==> src/rtl/fb_access_scheduler_pkg.sv <==
// Shared parameters and types for the framebuffer access scheduler.
package fb_access_scheduler_pkg;
    localparam int PIX_W  = 4;
    localparam int PPW    = 4;
    localparam int MEM_DW = PIX_W * PPW;
    localparam int ADDR_W = 18;
    localparam int PH_W   = (PPW > 1) ? $clog2(PPW) : 1;

    localparam logic [ADDR_W-1:0] BASE_A = 18'd0;
    localparam logic [ADDR_W-1:0] BASE_B = 18'd76800;

    typedef enum logic {
        FRONT_A = 1'b0,
        FRONT_B = 1'b1
    } front_e;

    function automatic logic [ADDR_W-1:0] front_base(input front_e f);
        return (f == FRONT_B) ? BASE_B : BASE_A;
    endfunction
endpackage

==> src/rtl/fb_pixel_unpacker.sv <==
// Phase counter and word register: decides read slots and unpacks each fetched word into pixels.
module fb_pixel_unpacker
    import fb_access_scheduler_pkg::*;
(
    input  logic              i_clk,
    input  logic              i_rst,
    input  logic              i_active_video_area,
    input  logic [MEM_DW-1:0] i_mem_rdata,
    output logic              o_read_slot,
    output logic [PIX_W-1:0]  o_pixel,
    output logic              o_pixel_valid
);
    logic [PH_W-1:0]   r_phase;
    logic [PH_W-1:0]   r_pix_idx;
    logic              r_first;
    logic              r_pixel_valid;
    logic [MEM_DW-1:0] r_word;

    assign o_read_slot   = i_active_video_area && (r_phase == '0);
    assign o_pixel_valid = r_pixel_valid;

    always_ff @(posedge i_clk) begin
        if (i_rst) begin
            r_phase       <= '0;
            r_pix_idx     <= '0;
            r_first       <= 1'b0;
            r_pixel_valid <= 1'b0;
            r_word        <= '0;
        end else begin
            // PPW is a power of two, so the natural wrap gives modulo-PPW counting
            r_phase       <= i_active_video_area ? r_phase + 1'b1 : '0;
            r_pix_idx     <= r_phase;
            r_first       <= o_read_slot;
            r_pixel_valid <= i_active_video_area;
            if (r_first) begin
                r_word <= i_mem_rdata;
            end
        end
    end

    // Pixel 0 comes straight from the RAM output; the rest from the latched word
    always_comb begin
        o_pixel = '0;
        if (r_pixel_valid) begin
            if (r_first) begin
                o_pixel = i_mem_rdata[PIX_W-1:0];
            end else begin
                o_pixel = r_word[r_pix_idx*PIX_W +: PIX_W];
            end
        end
    end
endmodule

==> src/rtl/fb_access_scheduler.sv <==
// Shares one single-port framebuffer RAM between display scan-out and a pixel writer,
// with double buffering whose front/back swap happens only at the vsync falling edge.
module fb_access_scheduler
    import fb_access_scheduler_pkg::*;
(
    input  logic              i_clk,
    input  logic              i_rst,
    input  logic              i_active_video_area,
    input  logic              i_vs,
    input  logic              i_wr_req,
    input  logic [ADDR_W-1:0] i_wr_addr,
    input  logic [MEM_DW-1:0] i_wr_data,
    output logic              o_wr_ack,
    input  logic              i_swap_req,
    output logic              o_swap_ack,
    output logic [ADDR_W-1:0] o_back_base,
    output logic              o_mem_en,
    output logic              o_mem_we,
    output logic [ADDR_W-1:0] o_mem_addr,
    output logic [MEM_DW-1:0] o_mem_wdata,
    input  logic [MEM_DW-1:0] i_mem_rdata,
    output logic [PIX_W-1:0]  o_pixel,
    output logic              o_pixel_valid
);
    front_e            r_front;
    front_e            w_front_nxt;
    logic              r_swap_pend;
    logic              w_swap_pend_nxt;
    logic              r_vs_q;
    logic              w_vs_fall;
    logic              w_read_slot;
    logic [ADDR_W-1:0] r_rd_addr;

    fb_pixel_unpacker u_unpacker (
        .i_clk               (i_clk),
        .i_rst               (i_rst),
        .i_active_video_area (i_active_video_area),
        .i_mem_rdata         (i_mem_rdata),
        .o_read_slot         (w_read_slot),
        .o_pixel             (o_pixel),
        .o_pixel_valid       (o_pixel_valid)
    );

    assign w_vs_fall   = r_vs_q && !i_vs;
    assign o_back_base = (r_front == FRONT_A) ? BASE_B : BASE_A;

    always_ff @(posedge i_clk) begin
        if (i_rst) begin
            r_front     <= FRONT_A;
            r_swap_pend <= 1'b0;
            r_vs_q      <= 1'b1;
        end else begin
            r_front     <= w_front_nxt;
            r_swap_pend <= w_swap_pend_nxt;
            r_vs_q      <= i_vs;
        end
    end

    // A request arriving on the edge itself is taken immediately; repeats while pending merge
    always_comb begin
        w_front_nxt     = r_front;
        w_swap_pend_nxt = r_swap_pend;
        o_swap_ack      = 1'b0;
        if (!i_rst) begin
            if (w_vs_fall && (r_swap_pend || i_swap_req)) begin
                w_front_nxt     = (r_front == FRONT_A) ? FRONT_B : FRONT_A;
                w_swap_pend_nxt = 1'b0;
                o_swap_ack      = 1'b1;
            end else if (i_swap_req) begin
                w_swap_pend_nxt = 1'b1;
            end
        end
    end

    always_ff @(posedge i_clk) begin
        if (i_rst) begin
            r_rd_addr <= BASE_A;
        end else if (w_vs_fall) begin
            r_rd_addr <= front_base(w_front_nxt);
        end else if (w_read_slot) begin
            r_rd_addr <= r_rd_addr + 1'b1;
        end
    end

    // Read slot has absolute priority; every other cycle is granted to the writer
    always_comb begin
        o_mem_en    = 1'b0;
        o_mem_we    = 1'b0;
        o_mem_addr  = '0;
        o_mem_wdata = '0;
        o_wr_ack    = 1'b0;
        if (!i_rst) begin
            if (w_read_slot) begin
                o_mem_en   = 1'b1;
                o_mem_addr = r_rd_addr;
            end else if (i_wr_req) begin
                o_mem_en    = 1'b1;
                o_mem_we    = 1'b1;
                o_mem_addr  = i_wr_addr;
                o_mem_wdata = i_wr_data;
                o_wr_ack    = 1'b1;
            end
        end
    end
endmodule

==> config.mk <==
export PLATFORM = sky130hd
export DESIGN_NAME = fb_access_scheduler
export DESIGN_NICKNAME = d
export VERILOG_FILES = /design/src/rtl/fb_access_scheduler_pkg.sv /design/src/rtl/fb_pixel_unpacker.sv /design/src/rtl/fb_access_scheduler.sv
export SDC_FILE = /design/constraint.sdc
export NUM_CORES = 1
export LEC_CHECK = 0
export CORE_ASPECT_RATIO = 0.75
export CORE_MARGIN = 5
export CORE_UTILIZATION = 30
export CTS_BUF_LIST = sky130_fd_sc_hd__clkbuf_4
export DETAILED_ROUTE_END_ITERATION = 10
export PLACE_DENSITY = 0.66
export RECOVER_POWER = 100
export SYNTH_ARGS = -nofsm -noshare
export SYNTH_HDL_FRONTEND = slang
export SYNTH_SLANG_ARGS = --single-unit
==> constraint.sdc <==
create_clock -name i_clk -period 1.95 [get_ports i_clk]
set_input_delay 0.195 -clock i_clk [delete_from_list [all_inputs] [get_ports i_clk]]
set_output_delay 0.195 -clock i_clk [all_outputs]
set_load 0.02 [all_outputs]
# Word-level counts from Yosys, hierarchy flattened

Cells that the tools add are included.

$add $sub $neg: 2
Multiply operators: 0
Div/mod/pow operators: 0
Order comparisons: 0
Eq/ne operators: 0
Shift operators: 1
Multiplexer cells: 22
Bitwise gates (word level): 1
Reductions and logical operators: 9

Operators with widths:

| cell                                          | number |
|---|---|
| two-way mux 18 bit                            | 5 |
| two-way mux 16 bit                            | 3 |
| two-way mux 17 bit                            | 2 |
| adder 18 x 1 -> 18 bit, second input constant | 1 |
| variable part select 16 x 5 -> 4 bit          | 1 |
| two-way mux 1 bit                             | 10 |
| two-way mux 4 bit                             | 2 |
| OR reduction 2 bit                            | 2 |
| logical AND 1 bit                             | 3 |
| adder 2 x 1 -> 2 bit, second input constant   | 1 |
| logical NOT 2 bit                             | 1 |
| nonzero test 2 bit                            | 1 |
| logical NOT 1 bit                             | 1 |
| logical OR 1 bit                              | 1 |
| inverter 1 bit                                | 1 |

Register bits after elaboration: 43
Bits in latches: 0
Bits in writable memories: 0
Memory bits (read-only): 0
Input port bits: 56
Output and inout bits: 61
Logic and storage cells: 44
Memories kept: 0

# Longest topological paths before layout

Depth after elaboration: 7
Mapped depth: 8
Depth with buffers taken out: 6

# Modules after synthesis

A second synthesis with hierarchy kept.

Cell total of the unflattened synthesis: 277
Area, all modules: 2,452.4 um^2

Modules (own cells, without submodules):

| module              | instances | cells an instance | area an instance (um^2) | seq. area each (um^2) |
|---|---|---|---|---|
| fb_access_scheduler | 1         | 190               | 1,546.5                 | 420.4 |
| fb_pixel_unpacker   | 1         | 87                | 905.9                   | 440.4 |

# Worst setup path before layout

Ideal clock, no wire load.

Kind: reg2out
From: register u_unpacker.r_phase[0]
To: output port o_mem_addr[14]
Arrival: 1,834 ps
Data required time: 1,755 ps
Path slack: -79 ps
Cell stages (with the launch flop): 9
Buffers on the path: 2
Path through: dfxtp_1 > inv_1 > ha_1 > and2_1 > clkbuf_1 > nor2_1 > clkbuf_1 > nand2_1 > o21ai_0

Word-level cells in the longest chain between the ends: 4

RTL lines:

| element                | line                      | RTL |
|---|---|---|
| start, declared        | fb_pixel_unpacker.sv:13   | `logic [PH_W-1:0] r_phase;` |
| start signal, assigned | fb_pixel_unpacker.sv:31   | `r_phase <= i_active_video_area ? r_phase + 1'b1 : '0;` |
| logical NOT 2 bit      | fb_pixel_unpacker.sv:19   | `assign o_read_slot = i_active_video_area && (r_phase == '0);` |
| logical AND 1 bit      | fb_pixel_unpacker.sv:19   |  |
| two-way mux 18 bit     | fb_access_scheduler.sv:93 | `if (w_read_slot) begin` |
| two-way mux 18 bit     | fb_access_scheduler.sv:92 | `if (!i_rst) begin` |
| end, declared          | fb_access_scheduler.sv:19 | `output logic [ADDR_W-1:0] o_mem_addr,` |

No other way between the ends.

# Final worst setup path

From: register u_unpacker.r_phase[1]
To: output port o_mem_wdata[2]

Word-level cells in the longest chain between the ends: 4

RTL lines:

| element            | line                      | RTL |
|---|---|---|
| logical NOT 2 bit  | fb_pixel_unpacker.sv:19   |  |
| logical AND 1 bit  | fb_pixel_unpacker.sv:19   |  |
| two-way mux 16 bit | fb_access_scheduler.sv:93 |  |
| two-way mux 16 bit | fb_access_scheduler.sv:92 |  |
| end, declared      | fb_access_scheduler.sv:20 | `output logic [MEM_DW-1:0] o_mem_wdata,` |

No other way between the ends.

==> out/summary.txt <==
STATUS
-------------------------------------------------------------------------------------
Run status                                                               finished, violations left
Violated checks                                                          setup timing

GLOBAL ROUTING
-------------------------------------------------------------------------------------
Global-route wire length before repair                                       11540 µm
Pin count of the biggest net entering global routing                               30
Via count of the first global-routing pass                                       2224
Remaining global-route overflow                                                     0
Aggregate global-route resource usage                                          14.63%
Antenna violations before repair                                                    0

SYNTH
-------------------------------------------------------------------------------------
Syn avg cell area                                                           8.477 µm²
Mapped Area                                                              0.002340 mm²
Main area contributors after synthesis                                   dfxtp_1, buf_4, mux2i_1, and2_1, a22o_1
Multiplexer fraction of the synthesized cell area                              9.412%
Post-synthesis compound-gate area fraction                                     13.26%
Count of unique library cells instantiated by Yosys                                38
Post-Synth Simple-Gate Area                                                    26.04%
Combinational family with the most area after synthesis                  simple AND/OR/NAND/NOR gates
Synthesized instance count                                                        276
Xor and xnor area share after synthesis                                        4.118%
Adder-Cell Fraction of Synth Area                                              1.070%
Warnings from Yosys                                                                 0
Post-synth top area share                                                      36.79%
Sequential area share after synthesis                                          36.79%
Total of flip-flops plus latches after synthesis                                   43
Area leader, netlist                                                          dfxtp_1

PWR
-------------------------------------------------------------------------------------
Power consumption                                                          0.002196 W
Peak VDD IR                                                                  275.8 µV
Total power per unit cell area                                           559.2 mW/mm²
Static leakage                                                               1.563 nW

CLOCK TREE
-------------------------------------------------------------------------------------
TritonCTS buffer count                                                              5
TritonCTS clock tree                                                            built
CTS H-tree lvls                                                                     2
Number of hold buffers added after cts                                              0
Max clock buf depth                                                                 2
Clock net sink count                                                               43
Clock-pin slew of the registers on the worst-case setup and hold paths        0.13 ns
Insertion delay to the later sink of the worst-skew pair                      0.35 ns
Root buffer selected by CTS                                                  clkbuf_4

CRITICAL PATH
-------------------------------------------------------------------------------------
Endpoint of the most critical register-to-register path                  r_rd_addr[15]
Endpoint kind of the worst setup timing path                               output pin
Cell count of the worst reg-to-reg path                                             8
Startpoint type of the worst setup path                                     flip-flop
Category of the critical setup timing path                               flip-flop to output pin
Startpoint of the worst-slack reg-to-reg timing path                     u_unpacker.r_phase[0]
Max FO, Critical Path                                                               7
Slack of the worst reg-to-reg path                                            0.07 ns
Worst endpoint required time                                                  1.75 ns
Data arrival time of the worst path                                           1.78 ns

PLACE
-------------------------------------------------------------------------------------
Count of port buffers added during placement                                      102
Placer Congestion                                                              0.8218
Worst setup slack before clock tree synthesis                              -0.2509 ns
Sum of net half-perimeters after detailed placement                           5598 µm
Number of instances in the placed design                                          486

STA
-------------------------------------------------------------------------------------
Final Hold Slack                                                            0.4230 ns
Setup Viol. Count Final                                                            15
Time the final worst path needs with I/O delays and setup                    1.973 ns
Count of final max-slew check failures                                              0
Clock Skew                                                                 0.01419 ns
Post-route worst setup slack                                              -0.02284 ns
Max Clock Freq                                                             0.5069 GHz
Hold violation total from the final report                                          0
Period utilization                                                             101.2%
Unrepaired setup endpoints after global routing                                   yes

ROUTING
-------------------------------------------------------------------------------------
DRT iter0 DRCs                                                                     99
DRC Markers                                                                         0
Pre-Repair DR Iteration Count                                                       4
Sum of routed wire length over all layers                                     7455 µm
Vias                                                                             2339
Via density                                                                     4.650
Wire length per cell                                                         14.82 µm
Antenna-violating nets left                                                         0

FINAL LAYOUT
-------------------------------------------------------------------------------------
Diode count                                                                         0
Nets@finish                                                                       459
Count of placed standard cells in the final layout, fillers left out              503
Synth-to-Final Area Change                                                     67.81%
Final cell utilization of the core                                             52.59%
Fraction of layout cells with a size suffix above 1                            30.35%

FLOORPLANNING
-------------------------------------------------------------------------------------
Total Die Area                                                           0.009684 mm²
Horizontal die dimension                                                     112.0 µm
Standard cell core area                                                  0.007466 mm²
Vertical die dimension                                                       86.48 µm
Starting utilization of the core area                                          31.34%
Ports                                                                             117
Number of rows created at floorplan                                                27

RUN
-------------------------------------------------------------------------------------
Max-cap violation count                                                             0

WORST HOLD PATH
-------------------------------------------------------------------------------------
Kind of path behind the tightest hold check                              input port to flip-flop
Worst hold path depth                                                               3
Startpoint of the worst hold path                                        i_mem_rdata[0]
Worst hold endpoint                                                      u_unpacker.r_word[0]

[synth_stat cells]
cell	n
a211oi_1	2
a21boi_0	4
a21oi_1	12
a22o_1	13
a31o_2	1
a31oi_1	1
and2_1	20
and3_1	1
and4_1	1
buf_1	2
buf_4	18
clkbuf_1	12
conb_1	1
dfxtp_1	43
ha_1	2
inv_1	7
mux2i_1	13
mux4_2	4
nand2_1	21
nand2b_1	11
nand3_1	3
nand3_2	1
nand3b_1	1
nand4_1	5
nand4_2	1
nor2_1	30
nor2b_1	2
nor3_1	8
nor4_1	4
o2111ai_1	1
o211ai_1	1
o21ai_0	9
o21bai_1	2
or2_2	1
or3_1	6
or4_4	1
xnor2_1	10
xor2_1	1
[layer usage]
metal	share of wire, %	routed length (µm)	up-vias	global-route usage (%)
met3	5.5	407	2	2.861
met2	48	3543	65	23.61
met5	0	0	-	0
met1	47	3473	1100	20.52
li1	-	-	1172	-
met4	0.40	30	0	2.948
[worst max path at each step]
| stage | start | endpoint | slack [ns] |
|---|---|---|---|
| 2_1_floorplan | u_unpacker.r_phase[0] | o_mem_addr[10] | 0.06 |
| 3_3_place_gp | i_rst | o_mem_addr[7] | -0.21 |
| 3_5_place_dp | i_rst | o_mem_addr[14] | -0.25 |
| 4_1_cts | u_unpacker.r_phase[1] | o_mem_addr[14] | -0.07 |
| 5_1_grt | u_unpacker.r_phase[0] | o_mem_wdata[7] | -0.11 |
| 6_report | u_unpacker.r_phase[1] | o_mem_wdata[2] | -0.02 |
[logic make-up after synthesis]
group	count (synthesis)
adders and majority gates	2
other	1
AOI/OAI and AO/OA	46
DFF	43
buffers and inverters	39
muxes	17
and+or+nand+nor	117
xor gates and xnor gates	11
[registers in the layout, indices dropped and copies added (netlist names)]
register and flops:
u_unpacker.r_phase 2, r_vs_q 1, r_swap_pend 1, r_rd_addr 18, u_unpacker.r_first 1, r_front 1
u_unpacker.r_pix_idx 2, u_unpacker.r_word 16, u_unpacker.o_pixel_valid 1
[metrics by stage]
step                      setup TNS (ns)  area (µm²)
after floorplan                        0        2390
after global placement            -7.066        3558
after detailed placement          -7.790        3558
after CTS                        -0.2481        3764
after global routing              -2.523        3926
final                            -0.1879        3926
[cell usage in the layout, fill, tap and decap left out, types with 3 or more instances in the layout]
master	count
clkdlybuf4s50_1	60
dfxtp_1	40
buf_4	36
nor2_1	29
buf_6	27
nand2_1	17
and2_4	15
conb_1	14
a22o_1	13
mux2i_1	13
nand2b_1	11
xnor2_1	10
a21oi_1	10
nor3_1	7
o21ai_0	6
or3_1	6
and2_1	5
inv_1	5
nand4_1	5
clkbuf_4	5
mux4_2	4
nor4_1	4
buf_12	4
a21boi_0	3
nand3_1	3
clkbuf_2	3
[critical path, stage by stage (launching register included)]
cell and delay (ns):
dfxtp_2 0.35, inv_2 0.04, ha_4 0.15, and2_4 0.14, nor2_4 0.15, buf_12 0.13
buf_12 0.11, buf_16 0.11, and2_4 0.14, buf_6 0.11
[layout make-up]
cell class                 instances  area, µm²
sequential                        43      867.1
tap                              101      126.4
fill                             690       3540
timing repair buffer             137       1384
clock buffer                       5      37.54
multi-input combinational        207       1418
clock inverter                     3      67.56
inverter                           7      26.28
[report_power, final]
group / total (W) / switching, W / internal (W)
clock network: 0.000701 / 0.000303 / 0.000399
registers: 0.000944 / 0.0000312 / 0.000912
logic: 0.000551 / 0.000239 / 0.000312
[repair_timing]
item / CTS / global route
pin swaps: 14 / 15
setup buffers: 2 / 5
cloned: 3 / 0
resized for setup: 211 / 60
endpoints found under the setup margin: 44 / 39
No activity file was read; power rests on OpenSTA's default activity.
==> patch 1 (same flow settings) <==
Reset style: asynchronous (`i_rst`), changed in 3 clocked blocks.
--- a/src/rtl/fb_pixel_unpacker.sv
+++ b/src/rtl/fb_pixel_unpacker.sv
@@ -21,3 +21,3 @@
 
-    always_ff @(posedge i_clk) begin
+    always_ff @(posedge i_clk or posedge i_rst) begin
         if (i_rst) begin
--- a/src/rtl/fb_access_scheduler.sv
+++ b/src/rtl/fb_access_scheduler.sv
@@ -46,3 +46,3 @@
 
-    always_ff @(posedge i_clk) begin
+    always_ff @(posedge i_clk or posedge i_rst) begin
         if (i_rst) begin
@@ -74,3 +74,3 @@
 
-    always_ff @(posedge i_clk) begin
+    always_ff @(posedge i_clk or posedge i_rst) begin
         if (i_rst) begin
Formal check against the unedited RTL: differs if i_rst is asserted again (counterexample within 4 cycles, from zero or initial values and one cycle with i_rst high); with i_rst held inactive, the same outputs for 10 cycles.
==> patch 1 against the unedited design <==
- the flow still finishes with violations (negative setup slack)
- synthesized cell count shrank 12%
- sequential share of layout area grew 5.4 points
- sequential cell count is the same
- routed wire length grew 2.1%
- non-clock buffer count grew 3
- area after synthesis grew 2.6%
- total power grew 21%
- largest power group unchanged
- maximum frequency shrank 1.1%
- setup slack lost 0.023 ns
- final area shrank 0.19%
- combinational power grew 67%
==> patch 1: results (changes against the unedited design) <==
* Status: complete, but fails checks
* Failing checks: negative setup slack
* Hold Path Sink: u_unpacker.r_pix_idx[1]
* GR Layer Usage met1 at 20.2% (-0.34 points)
* Initial drt markers at 91 (-8.1%)
* Hold Path Class: reg2reg
* Slowest stage delay, CP at 0.56 ns (+0.21 ns)
* Wire length on met3 at 704 microns (+73%)
* Post-synthesis adder-cell area fraction at 1.04% (-0.027 points)
* Post-synthesis mux area share at 9.38% (-0.027 points)
* Vias in the first global route at 2317 (+4.2%)
* Critical path's slowest cell: or4_4
* Family with the most delay on the worst path: simple AND/OR/NAND/NOR gates
* Placed Instances at 466 (-4.1%)
* Final setup fails at 4 (-11)
* Grt met3 use at 4.72% (+1.9 points)
* Leakage at 1.79 nW (+15%)
* Routed length on met1 at 3.49 mm (+0.37%)
* Fin cells at 484 (-3.8%)
* Post-synth top cells: dfrtp_1 (42), buf_4 (18), and2_1 (17)
* Async set-reset flop share out of synthesis at 100% (+100 points)
* Post-Synth XOR/XNOR Area at 4.38% (+0.26 points)
* Fin worst setup slack at -0.0457 ns (-0.0228 ns)
* Sequential share of the synthesized area at 44.9% (+8.1 points)
* Tot GR Track Use at 15.4% (+0.72 points)
* TNS Setup at -0.117 ns (+0.0713 ns)
* Total of fill cells in the finished design at 738 (+7.0%)
* Largest net degree at the start of global routing at 46 (+53%)
* Peak VDD IR at 583 uV (+110%)
* CTS max path bufs at 2 (unchanged)
* Worst hold start: u_unpacker.r_phase[1]
* Synth cell types at 36 (-5.3%)
* Final HPWL from detailed placement at 5.67 mm (+1.2%)
* Final hold slack at 0.416 ns (-0.00734 ns)
* Critical path type: reg2reg
* Setup WS pre-CTS at -0.316 ns (-0.0647 ns)
* Setup Skew at 0.0215 ns (+0.00734 ns)
* Layout cell share with drive strength beyond 1 at 39.3% (+9.0 points)
* Reg2reg end: r_rd_addr[17]
* Placed cell area at 3860 sq um (+8.4%)
* GP Congestion at 0.813 (-1.0%)
* Peak fanout along the critical path at 4 (-3)
* Synth Area in Compound Gates at 12.7% (-0.54 points)
* Top post-synthesis cells by area: dfrtp_1 (44%), buf_4 (5.6%), mux2_2 (5.6%), a22o_1 (5.1%), and2_1 (4.4%)
* CP endpoint: r_rd_addr[17]
[patch 1: layout make-up]
| cell class | instances | area [sq um] | area share (%) |
|---|---|---|---|
| multi-input cells | 176 | 1420 | 36.2 |
| repair buffers | 140 | 1160 | 29.5 |
| flip-flops and latches | 43 | 1080 | 27.5 |
| well taps | 105 | 131 | 3.35 |
| inverters | 12 | 53.8 | 1.37 |
| clock inverters | 3 | 43.8 | 1.12 |
| clock buffers | 5 | 37.5 | 0.958 |
[patch 1: power by group through the flow]
stage | clock [mW] | combinational, mW | sequential, mW
2_1_floorplan | 0 | 0.588 | 1.14
3_3_place_gp | 0 | 0.923 | 1.19
3_5_place_dp | 0 | 0.939 | 1.19
4_1_cts | 0.582 | 0.931 | 1.17
5_1_grt | 0.618 | 0.999 | 1.20
6_report | 0.566 | 0.921 | 1.18
[patch 1: what timing repair did]
item                       in CTS  in global routing
cloned                          3                  0
buffers inserted                6                  2
pin swaps                      11                  9
setup endpoints to repair      46                 35
resized for setup             181                 26
==> patch 2 (config.mk and constraints unchanged) <==
Without the edit above. Change the package constant `PIX_W` from 4 to 5.
--- a/src/rtl/fb_access_scheduler_pkg.sv
+++ b/src/rtl/fb_access_scheduler_pkg.sv
@@ -2,3 +2,3 @@
 package fb_access_scheduler_pkg;
-    localparam int PIX_W  = 4;
+    localparam int PIX_W  = 5;
     localparam int PPW    = 4;
Ports: changed (resized i_mem_rdata, i_wr_data, o_mem_wdata and o_pixel); port bits go from 117 to 130. The function was not compared with the original's and may differ.
==> patch 2 against the unedited design <==
- the flow still finishes with violations (negative setup slack)
- first-iteration DRC count shrank 22%
- routed wire length rose by 5.5%
- area after synthesis increased by 7.9%
- global-route usage is 0.98 points lower
- setup slack worse by 0.0080 ns
- register-to-register slack worse by 0.10 ns
- sequential cell count up 4
- total power fell by 8.1%
- final area grew 0.70%
- cell count grew 5.8%
- count of clock-buffer cells in the layout is 1 higher
- non-clock buffer count increased by 14
- critical path type is now reg2reg
- critical endpoint is now r_rd_addr[15]
- highest routed layer unchanged
==> patch 2: results (changes against the unedited design) <==
* Die W at 116 microns (+3.5%)
* IO Port Bufs at 115 (+13%)
* Fin worst setup slack at -0.0308 ns (-0.00801 ns)
* Failing checks: negative setup slack
* Fin cells at 532 (+5.8%)
* Final setup fails at 2 (-13)
* Post-synth top cells: dfxtp_1 (47), nor2_1 (28), and2_1 (23)
* Fin nets at 489 (+6.5%)
* #MultiIn Comb at 212 (+2.4%)
* Vias in the first global route at 2213 (-0.49%)
* Initial drt markers at 77 (-22%)
* Setup Skew at 0.0130 ns (-0.00122 ns)
* Crit path DAT at 2.29 ns (+0.51 ns)
* Critical path's slowest cell: or4b_4
* Plain + repair buffers at 151 (+10%)
* Leakage at 1.61 nW (+2.9%)
* Multi-input gate area at 1460 sq um (+3.1%)
* Peak fanout along the critical path at 5 (-2)
* Family with the most delay on the worst path: simple AND/OR/NAND/NOR gates
* Multi-input gate share of the layout cell area at 37.0% (+0.86 points)
* Placed Instances at 517 (+6.4%)
* First-pass GRT wire length at 11.2 mm (-2.9%)
* Total of fill cells in the finished design at 804 (+17%)
* Synth cell types at 41 (+7.9%)
* Total clock sinks at 47 (+9.3%)
* Status: complete, but fails checks
* Detailed Routing Iterations Pass 1 at 5 (+1)
* Via density at 4.66 (+0.25%)
* Top Registers: u_unpacker.r_word: 20 flops, r_rd_addr: 18 flops
[patch 2: changes by cell type in the layout (fill, tap and decap cells not counted), moves of 7 or more]
cell | unedited run | this run
and2_1 | 5 | 23
buf_6 | 27 | 2
and2_4 | 15 | 0
buf_2 | 1 | 19
clkdlybuf4s50_1 | 60 | 68
clkbuf_2 | 3 | 10
[patch 2: worst paths after layout]
path / end / slack [ns] / depth (start not counted)
setup / recovery: r_rd_addr[15] / -0.03 / 6
hold / removal: u_unpacker.r_word[0] / 0.41 / 3
setup reg to reg: r_rd_addr[15] / -0.03 / 6
hold reg to reg: u_unpacker.r_pix_idx[1] / 0.46 / 2
[patch 2: power groups by stage]
stage          clock network (mW)  registers [mW]  logic [mW]
2_1_floorplan                   0            1.04       0.269
3_3_place_gp                    0            1.05       0.512
3_5_place_dp                    0            1.05       0.518
4_1_cts                     0.485            1.03       0.507
5_1_grt                     0.521            1.04       0.560
6_report                    0.468            1.03       0.520
[patch 2: per-layer routing]
| layer | wire [microns] | vias up | global-route usage [%] |
|---|---|---|---|
| met5 | 0 | - | 0 |
| met4 | 80 | 0 | 3.79 |
| met3 | 446 | 7 | 2.37 |
| met1 | 3630 | 1163 | 19.2 |
| met2 | 3710 | 69 | 21.6 |
| li1 | - | 1241 | - |
[patch 2: worst reg2reg max path, delay by kind of cell (launching register included)]
kind,cells,cell delay (ns)
adders and majority gates,1,0.16
and+or+nand+nor,3,1.24
DFF,1,0.35
buffers and inverters,1,0.06
AOI/OAI and AO/OA,1,0.12
[patch 2: timing repair]
item,in CTS,in global routing
hold buffers,0,0
gates cloned,1,2
endpoints found under the setup margin,49,44
pin swaps,0,1
resized for setup,155,38
hold endpoints to repair,0,0
setup buffers,2,2
